[src/rtl/craps_engine.sv]
// Two-dice craps controller: free-running odometer dice, roll-button edge detect,
// come-out/point game with optional roll limit and saturating win/loss tallies.
module craps_engine #(
    parameter  int SIDES     = 6,
    parameter  int MAX_TRIES = 0,
    parameter  int CNT_W     = 8,
    parameter  int EXT_DICE  = 0,
    localparam int DW        = $clog2(SIDES + 1),
    localparam int SW        = $clog2(2 * SIDES + 1),
    localparam int TW        = (MAX_TRIES > 0) ? $clog2(MAX_TRIES + 1) : 1
) (
    input  logic             CLK,
    input  logic             reset,
    input  logic             roll1,
    input  logic             roll2,
    input  logic             new_game,
    input  logic [DW-1:0]    ext_d1,
    input  logic [DW-1:0]    ext_d2,
    output logic [DW-1:0]    die1,
    output logic [DW-1:0]    die2,
    output logic [SW-1:0]    sum,
    output logic [SW-1:0]    point,
    output logic [TW-1:0]    tries_left,
    output logic             rolling,
    output logic             win,
    output logic             lose,
    output logic             done,
    output logic             bad_die,
    output logic [CNT_W-1:0] wins,
    output logic [CNT_W-1:0] losses
);

    typedef enum logic [2:0] {WAIT1, WAIT2, EVAL, WIN, LOSE} state_t;

    state_t           state_r, state_s;
    logic [DW-1:0]    c1_r, c2_r;
    logic             roll1_q_r, roll2_q_r;
    logic             e1_s, e2_s, ok1_s, ok2_s;
    logic [DW-1:0]    cap1_s, cap2_s;
    logic [SW-1:0]    roll_sum_s;
    logic [DW-1:0]    die1_r, die2_r, die1_s, die2_s;
    logic [SW-1:0]    sum_r, point_r, sum_nx_s, point_nx_s;
    logic [TW-1:0]    tries_r, tries_nx_s;
    logic [CNT_W-1:0] wins_r, losses_r, wins_nx_s, losses_nx_s;
    logic             rolling_r, win_r, lose_r, done_r, bad_r, done_s, bad_s;

    function automatic logic die_legal(input logic [DW-1:0] v);
        return (v != {DW{1'b0}}) && (v <= DW'(SIDES));
    endfunction

    function automatic logic [CNT_W-1:0] sat_inc(input logic [CNT_W-1:0] v);
        if (v == {CNT_W{1'b1}}) begin
            return v;
        end else begin
            return v + CNT_W'(1);
        end
    endfunction

    assign e1_s       = roll1 & ~roll1_q_r;
    assign e2_s       = roll2 & ~roll2_q_r;
    assign cap1_s     = (EXT_DICE != 0) ? ext_d1 : c1_r;
    assign cap2_s     = (EXT_DICE != 0) ? ext_d2 : c2_r;
    assign ok1_s      = (EXT_DICE != 0) ? die_legal(ext_d1) : 1'b1;
    assign ok2_s      = (EXT_DICE != 0) ? die_legal(ext_d2) : 1'b1;
    assign roll_sum_s = SW'(die1_r) + SW'(die2_r);

    // Game FSM next-state and next-value logic
    always_comb begin
        state_s     = state_r;
        die1_s      = die1_r;
        die2_s      = die2_r;
        sum_nx_s    = sum_r;
        point_nx_s  = point_r;
        tries_nx_s  = tries_r;
        wins_nx_s   = wins_r;
        losses_nx_s = losses_r;
        done_s      = 1'b0;
        bad_s       = 1'b0;
        case (state_r)
            WAIT1: begin
                if (e1_s && ok1_s) begin
                    die1_s  = cap1_s;
                    state_s = WAIT2;
                end else if (e1_s) begin
                    bad_s = 1'b1;
                end else begin
                    state_s = WAIT1;
                end
            end
            WAIT2: begin
                if (e2_s && ok2_s) begin
                    die2_s  = cap2_s;
                    state_s = EVAL;
                end else if (e2_s) begin
                    bad_s = 1'b1;
                end else begin
                    state_s = WAIT2;
                end
            end
            EVAL: begin
                sum_nx_s = roll_sum_s;
                if (point_r == {SW{1'b0}}) begin
                    if ((roll_sum_s == SW'(SIDES + 1)) || (roll_sum_s == SW'(2 * SIDES - 1))) begin
                        state_s   = WIN;
                        wins_nx_s = sat_inc(wins_r);
                        done_s    = 1'b1;
                    end else if ((roll_sum_s == SW'(2)) || (roll_sum_s == SW'(3)) ||
                                 (roll_sum_s == SW'(2 * SIDES))) begin
                        state_s     = LOSE;
                        losses_nx_s = sat_inc(losses_r);
                        done_s      = 1'b1;
                    end else begin
                        point_nx_s = roll_sum_s;
                        tries_nx_s = TW'(MAX_TRIES);
                        state_s    = WAIT1;
                    end
                end else if (roll_sum_s == point_r) begin
                    state_s   = WIN;
                    wins_nx_s = sat_inc(wins_r);
                    done_s    = 1'b1;
                end else if (roll_sum_s == SW'(SIDES + 1)) begin
                    state_s     = LOSE;
                    losses_nx_s = sat_inc(losses_r);
                    done_s      = 1'b1;
                end else if ((MAX_TRIES > 0) && (tries_r <= TW'(1))) begin
                    // last allowed point roll missed
                    tries_nx_s  = {TW{1'b0}};
                    state_s     = LOSE;
                    losses_nx_s = sat_inc(losses_r);
                    done_s      = 1'b1;
                end else if (MAX_TRIES > 0) begin
                    tries_nx_s = tries_r - TW'(1);
                    state_s    = WAIT1;
                end else begin
                    state_s = WAIT1;
                end
            end
            WIN, LOSE: begin
                if (new_game) begin
                    state_s    = WAIT1;
                    die1_s     = {DW{1'b0}};
                    die2_s     = {DW{1'b0}};
                    sum_nx_s   = {SW{1'b0}};
                    point_nx_s = {SW{1'b0}};
                    tries_nx_s = {TW{1'b0}};
                end else begin
                    state_s = state_r;
                end
            end
            default: begin
                state_s = WAIT1;
            end
        endcase
    end

    // State, dice counters, button history and all registered outputs
    always_ff @(posedge CLK) begin
        roll1_q_r <= roll1;
        roll2_q_r <= roll2;
        if (reset) begin
            state_r   <= WAIT1;
            c1_r      <= DW'(1);
            c2_r      <= DW'(1);
            die1_r    <= {DW{1'b0}};
            die2_r    <= {DW{1'b0}};
            sum_r     <= {SW{1'b0}};
            point_r   <= {SW{1'b0}};
            tries_r   <= {TW{1'b0}};
            wins_r    <= {CNT_W{1'b0}};
            losses_r  <= {CNT_W{1'b0}};
            rolling_r <= 1'b1;
            win_r     <= 1'b0;
            lose_r    <= 1'b0;
            done_r    <= 1'b0;
            bad_r     <= 1'b0;
        end else begin
            c1_r <= (c1_r == DW'(SIDES)) ? DW'(1) : c1_r + DW'(1);
            if (c1_r == DW'(SIDES)) begin
                c2_r <= (c2_r == DW'(SIDES)) ? DW'(1) : c2_r + DW'(1);
            end else begin
                c2_r <= c2_r;
            end
            state_r   <= state_s;
            die1_r    <= die1_s;
            die2_r    <= die2_s;
            sum_r     <= sum_nx_s;
            point_r   <= point_nx_s;
            tries_r   <= tries_nx_s;
            wins_r    <= wins_nx_s;
            losses_r  <= losses_nx_s;
            rolling_r <= (state_s != WIN) && (state_s != LOSE);
            win_r     <= (state_s == WIN);
            lose_r    <= (state_s == LOSE);
            done_r    <= done_s;
            bad_r     <= bad_s;
        end
    end

    assign die1       = die1_r;
    assign die2       = die2_r;
    assign sum        = sum_r;
    assign point      = point_r;
    assign tries_left = tries_r;
    assign rolling    = rolling_r;
    assign win        = win_r;
    assign lose       = lose_r;
    assign done       = done_r;
    assign bad_die    = bad_r;
    assign wins       = wins_r;
    assign losses     = losses_r;

endmodule

[config.mk]
export PLATFORM = sky130hd
export DESIGN_NAME = craps_engine
export DESIGN_NICKNAME = d
export VERILOG_FILES = /design/src/rtl/craps_engine.sv
export SDC_FILE = /design/constraint.sdc
export NUM_CORES = 1
export LEC_CHECK = 0
export ABC_AREA = 1
export CAP_MARGIN = 40
export CORE_UTILIZATION = 52
export DETAILED_ROUTE_END_ITERATION = 8
export PLACE_DENSITY = 0.91
export SETUP_SLACK_MARGIN = 0.05
export SYNTH_ARGS = -nofsm -noshare
export SYNTH_HDL_FRONTEND = slang
export SYNTH_SLANG_ARGS = --single-unit
[constraint.sdc]
create_clock -name CLK -period 2.75 [get_ports CLK]
set_input_delay 0.55 -clock CLK [delete_from_list [all_inputs] [get_ports CLK]]
set_output_delay 0.55 -clock CLK [all_outputs]
set_load 0.1 [all_outputs]
== Yosys cells after proc, flatten, opt, wreduce, memory -nomap -nowiden ==
Cells that the tools add are included.
Word-level totals
  bits in registers: 46
  word-level logic and storage cells: 115
  bits of input ports: 11
  output and inout bits: 36
Cells by class
  add/subtract/negate cells: 5
  muxes and demuxes: 41
  reduce and logical (&&, ||, !) cells: 20
  bitwise gates (word level): 5
  eq/ne operators: 28
Operators by type and width (count)
  8-bit two-way mux: 10
  3-bit two-way mux: 10
  8-bit by 1-bit adder with 8-bit output, second input constant: 2
  8-bit equality test, second input constant: 2
  4-bit two-way mux: 4
  2-bit inequality test, second input constant: 8
  4-bit case mux with 2 select lines: 2
  3-bit equality test, second input constant: 4
  3-bit case mux with 2 select lines: 2
  3-bit case mux with 4 select lines: 1
  1-bit two-way mux: 10
  5-bit AND reduction: 2
  2-bit nonzero test: 5
  3-bit by 2-bit equality test with 1-bit output, second input constant: 3
  3-bit AND reduction: 3
  4-bit by 2-bit equality test with 1-bit output, second input constant: 2
  4-bit equality test, second input constant: 2
  3-bit by 1-bit adder with 3-bit output, second input constant: 2
  2-bit OR reduction: 3
  3-bit by 3-bit adder with 4-bit output: 1
  4-bit by 3-bit equality test with 1-bit output, second input constant: 1
  4-bit equality test: 1
  4-bit zero test: 1
  2-bit by 1-bit inequality test with 1-bit output, second input constant: 2
  11 further kinds: 16

== Longest topological paths before layout ==
  depth after elaboration: 10
  depth in mapped cells: 16
  gate-level depth less buffers: 16

== Least setup slack after synthesis ==
Ideal clock, no wire load.
  kind: reg-to-reg
  start: reg die2_r[0], in the netlist die2[0]
  end: reg losses_r[1], in the netlist losses[1]
  cell stages (with the launch flop): 16
  arrival time: 2.808 ns
  buffers on the path: 0
  clock period less this slack: 2.923 ns
  data required time: 2.635 ns
  setup time: 0.115 ns
  slack: -0.173 ns
  path through: dfxtp_1 -> ha_1 -> inv_1 -> fa_1 -> nand2_1 -> clkinv_1 -> nor2_1 -> nand2_1 -> nor2_2 -> nand2_4 -> nand2_8 -> nand2_8 -> nand2_8 -> inv_4 -> nor2_2 -> nor2_2
Between the ends
  longest elaborated chain between the ends: 6
  elaborated cells between the ends (all ways): 15
  classes of those cells: add/sub: 1; eq/ne: 9; reduce/logical: 5
RTL lines
  start, declared: RTL line 41  | logic [DW-1:0] die1_r, die2_r, die1_s, die2_s;
  start signal, assigned: RTL line 165  | die2_r <= {DW{1'b0}};
  start signal, assigned: RTL line 185  | die2_r <= die2_s;
  3-bit by 3-bit adder with 4-bit output (*): RTL line 65  | assign roll_sum_s = SW'(die1_r) + SW'(die2_r);
  4-bit by 2-bit equality test with 1-bit output: RTL line 107  | end else if ((roll_sum_s == SW'(2)) || (roll_sum_s == SW'(3)) ||
  1-bit logical OR (2 in a row): RTL line 107
  2-bit by 1-bit inequality test with 1-bit output (no source line)
  5-bit AND reduction (no source line) (*)
  end signal, assigned: RTL line 170  | losses_r <= {CNT_W{1'b0}};
  end signal, assigned: RTL line 190  | losses_r <= losses_nx_s;
  end, declared: RTL line 44  | logic [CNT_W-1:0] wins_r, losses_r, wins_nx_s, losses_nx_s;
Every way passes the cells marked *; elsewhere a longest branch is shown, timed or not.
A chain may end at the register's enable or synchronous reset.

== Worst setup path in the final report ==
  start: reg die1_r[0], in the netlist die1[0]
  end: reg rolling_r, in the netlist rolling
Between the ends
  longest elaborated chain between the ends: 10
  elaborated cells between the ends (all ways): 19
  classes of those cells: add/sub: 1; eq/ne: 8; mux: 6; reduce/logical: 4
RTL lines
  start, declared: RTL line 41
  start signal, assigned: RTL line 164  | die1_r <= {DW{1'b0}};
  start signal, assigned: RTL line 184  | die1_r <= die1_s;
  3-bit by 3-bit adder with 4-bit output (*): RTL line 65
  4-bit by 2-bit equality test with 1-bit output: RTL line 107
  1-bit logical OR (2 in a row): RTL line 107
  3-bit two-way mux: RTL line 107
  3-bit two-way mux: RTL line 103  | if ((roll_sum_s == SW'(SIDES + 1)) || (roll_sum_s == SW'(2 * SIDES - 1))) begin
  3-bit two-way mux (*): RTL line 102  | if (point_r == {SW{1'b0}}) begin
  3-bit case mux with 4 select lines (*): RTL line 79  | case (state_r)
  3-bit by 2-bit inequality test with 1-bit output / 3-bit inequality test (equally long branches): RTL line 191  | rolling_r <= (state_s != WIN) && (state_s != LOSE);
  1-bit logical AND (*): RTL line 191
  end signal, assigned: RTL line 191
  end, declared: RTL line 45  | logic rolling_r, win_r, lose_r, done_r, bad_r, done_s, bad_s;
Marked as above.

==> results.toml <==
[global_route]
grt_pass1_wl_mm = 8.873
grt_max_degree = 25
grt_use_total_pct = 21.53
overflow = 0
antenna_found_initial = 0
grt_pass1_vias = 2038

[setup_path]
crit_family = "simple AND/OR/NAND/NOR gates"
worstPathRequired_ns = 2.94
cp_num_cells = 15
cp_common_cell = "nand2_1"
startpoint_type = "flip-flop"
r2r_end = "rolling"
r2r_slack_ns = 0.41
path_cells = "ha_1 > inv_1 > fa_1 > nand2_1 > clkinv_1 > nor2_1 > nand2_1 > nor2_2 > nand2_4 > nand2_8 > nand3_1 > nand2_1 > inv_2 > nand3_1 > nand2_1"
cpPeakStageDelay_ns = 0.54
reg2reg_from = "die1[0]"
arrival_ns = 2.53
crit_type = "reg -> reg"
cp_max_fo = 6
reg2regPathDepth = 15
cp-end-kind = "flip-flop"
critPathBufInv = 3
cpMaxStageDelayCell = "fa_1"

[sta]
worst_slack_ns = 0.4089
skew_ns = 0.005615
drv_slew = 0
setup_violations = 0
worstMarginPinSlew_ns = 0.5301
rsz0062_at_grt = "false"
fin_tns_setup_ns = 0
finalHoldViolations = 0
period_share_pct = 85.13
relSlewSlack_pct = 64.44
fmaxAchievable_mhz = 427.1
hold_ws_ns = 0.4327
period_minus_slack_ns = 2.341

[routing]
vias = 2248
antenna_left = 0
drt-total-wl_mm = 5.162
drc = 0
post_drt_wl_per_cell_um = 11.79
drt_iter0_markers = 145
dr.pass1.iters = 4
viasPerCell = 5.132

[place]
dp_cells = 431
placed_area_um2 = 2934
hpwl_mm = 3.841
gp_congestion = 0.8283
dp_slack_ns = 0.4357
io_buffer_count = 38

[final_layout]
drive_above_1_share_pct = 25.61
layoutNonFillerInstCount = 438
area_growth_pct = 17.44
mostFrequentLayoutCells = "57 x nand2_1, 41 x dfxtp_1, 37 x nand3_1, 35 x buf_4, 34 x inv_1"
fin_area_um2 = 3024
antenna_cells = 0
nets = 390
final_common_cell = "nand2_1"

[cts]
clkTransAtPathRegs_ns = 0.08
post-cts-setup-buffer-count = 0
numCtsBuffers = 5
cts_tree = "built"
ctsHoldBuffers = 0
post_cts_resized = 0
clock_path_buffers = 2
clock_sinks = 45
root_buffer = "clkbuf_8"
cts_max_level = 2
clock_latency_ns = 0.30

[logic_synthesis]
synth_top_area_cell = "dfxtp_1"
synthArstFlopShare_pct = 0
synth.area.top_cells = "dfxtp_1 35%, nand2_1 8.3%, nand3_1 7.2%, inv_1 5.0%, a21oi_1 4.5%"
synth_flop_cell = "dfxtp_1"
syn_area_per_cell_um2 = 7.779
seq_area_frac_synth_pct = 34.99
synth_top_area_share_pct = 34.99
synth-edff-count = 0
syn_area_um2 = 2575
netlist_instances = 331
ys.warnings.count = 0
ys_ff_latch = 45
ys_types = 44

[floorplanning]
dieWidth_um = 72.37
initial_core_util_pct = 54.16
coreArea_um2 = 4755
io_pins = 47
die_area_um2 = 5237
std_cell_rows = 25
chipHeight_um = 72.37

[worst_hold_path]
worstHoldEndpoint = "c1_r[0]"
holdPathStages = 1
min_from = "c1_r[0]"
worstHoldPathType = "reg -> reg"

[status]
outcome = "completed"

[flow_run]
maxCapViolations = 0

[pwr]
power_leakage_nw = 1.368
ir_drop_mv = 0.2087
power.density_nw_per_um2 = 455.5
## metrics by stage
step           power (mW)  util (%)
2_1_floorplan      0.9228         -
3_3_place_gp       0.9639     61.71
3_5_place_dp       0.9702     61.71
4_1_cts             1.387     63.61
5_1_grt             1.432     63.61
6_report            1.377     63.61
## power breakdown
part	switching, mW	internal (mW)	leakage, nW	total, mW
clock	0.224	0.199	0.0433	0.423
combinational	0.196	0.0749	0.958	0.271
sequential	0.0142	0.669	0.367	0.683
total	0.435	0.943	1.37	1.38
## registers in the layout, indices dropped and copies added, names as in the netlist
register   count
rolling        1
losses         8
state_r        3
roll2_q_r      1
wins           8
c1_r           3
die2           3
roll1_q_r      1
die1           3
point          4
lose           1
sum            4
c2_r           3
done           1
win            1
## logic make-up (layout without fill, tap and decap cells)
group                    after synthesis  after routing  synth area share (%)
other                                  1              2                0.1456
flip-flops                            45             45                 34.99
XOR/XNOR                              14             14                 4.762
AND/OR/NAND/NOR                      165            165                 35.67
AO/OA/AOI/OAI                         49             49                 12.39
adder cells (fa/ha/maj)                8              8                 4.179
buffers and inverters                 49             88                 7.872
## worst max path at each step
| stage | startpoint | endpoint | slack [ns] |
|---|---|---|---|
| 6_report | die1[0] | rolling | 0.41 |
| 5_1_grt | die1[0] | rolling | 0.25 |
| 4_1_cts | die1[0] | rolling | 0.39 |
| 3_5_place_dp | die1[0] | rolling | 0.44 |
| 3_3_place_gp | die1[0] | rolling | 0.47 |
| 2_1_floorplan | die2[0] | losses[1] | 0.17 |
## layout make-up
type / count / area [µm²]
flip-flops and latches: 45 / 905.9
clock buffers: 6 / 82.58
fillers: 398 / 1730
inverters: 42 / 166.4
clock inverters: 1 / 7.507
well taps: 67 / 83.83
multi-input cells: 238 / 1475
repair buffers: 39 / 302.8
## Yosys cell counts (2+ instances only)
cell and number:
nand2_1 57, dfxtp_1 45, nand3_1 37, inv_1 34
nor2_1 28, a21oi_1 23, nand2_2 12, xor2_1 10
a21oi_2 7, ha_1 7, o21ai_1 7, nand2_4 5
nor2_2 4, o31ai_1 4, xnor2_1 4, clkbuf_1 3
inv_2 3, nand2_8 3, nand3b_1 3, nor3_1 3
a21oi_4 2, buf_2 2, buf_4 2, clkinv_1 2
nand3_2 2, nand4_1 2, nor2_4 2, o21ai_0 2
## layer usage
layer	global-route usage [%]	routed length, µm	vias up
li1	-	-	1155
met1	25.69	2295	1034
met2	37.80	2548	50
met3	4.722	232	9
met4	7.843	85	0
met5	0	0	-
## worst reg2reg max path, cell delays in order (launching register included)
cell and delay (ns):
dfxtp_2 0.35, ha_1 0.18, inv_1 0.06, fa_1 0.54, nand2_1 0.12, clkinv_1 0.05
nor2_1 0.10, nand2_1 0.07, nor2_2 0.15, nand2_4 0.10, nand2_8 0.10, nand3_1 0.08
nand2_1 0.11, inv_2 0.06, nand3_1 0.08, nand2_1 0.06
Power figures use the tool's default switching activity.
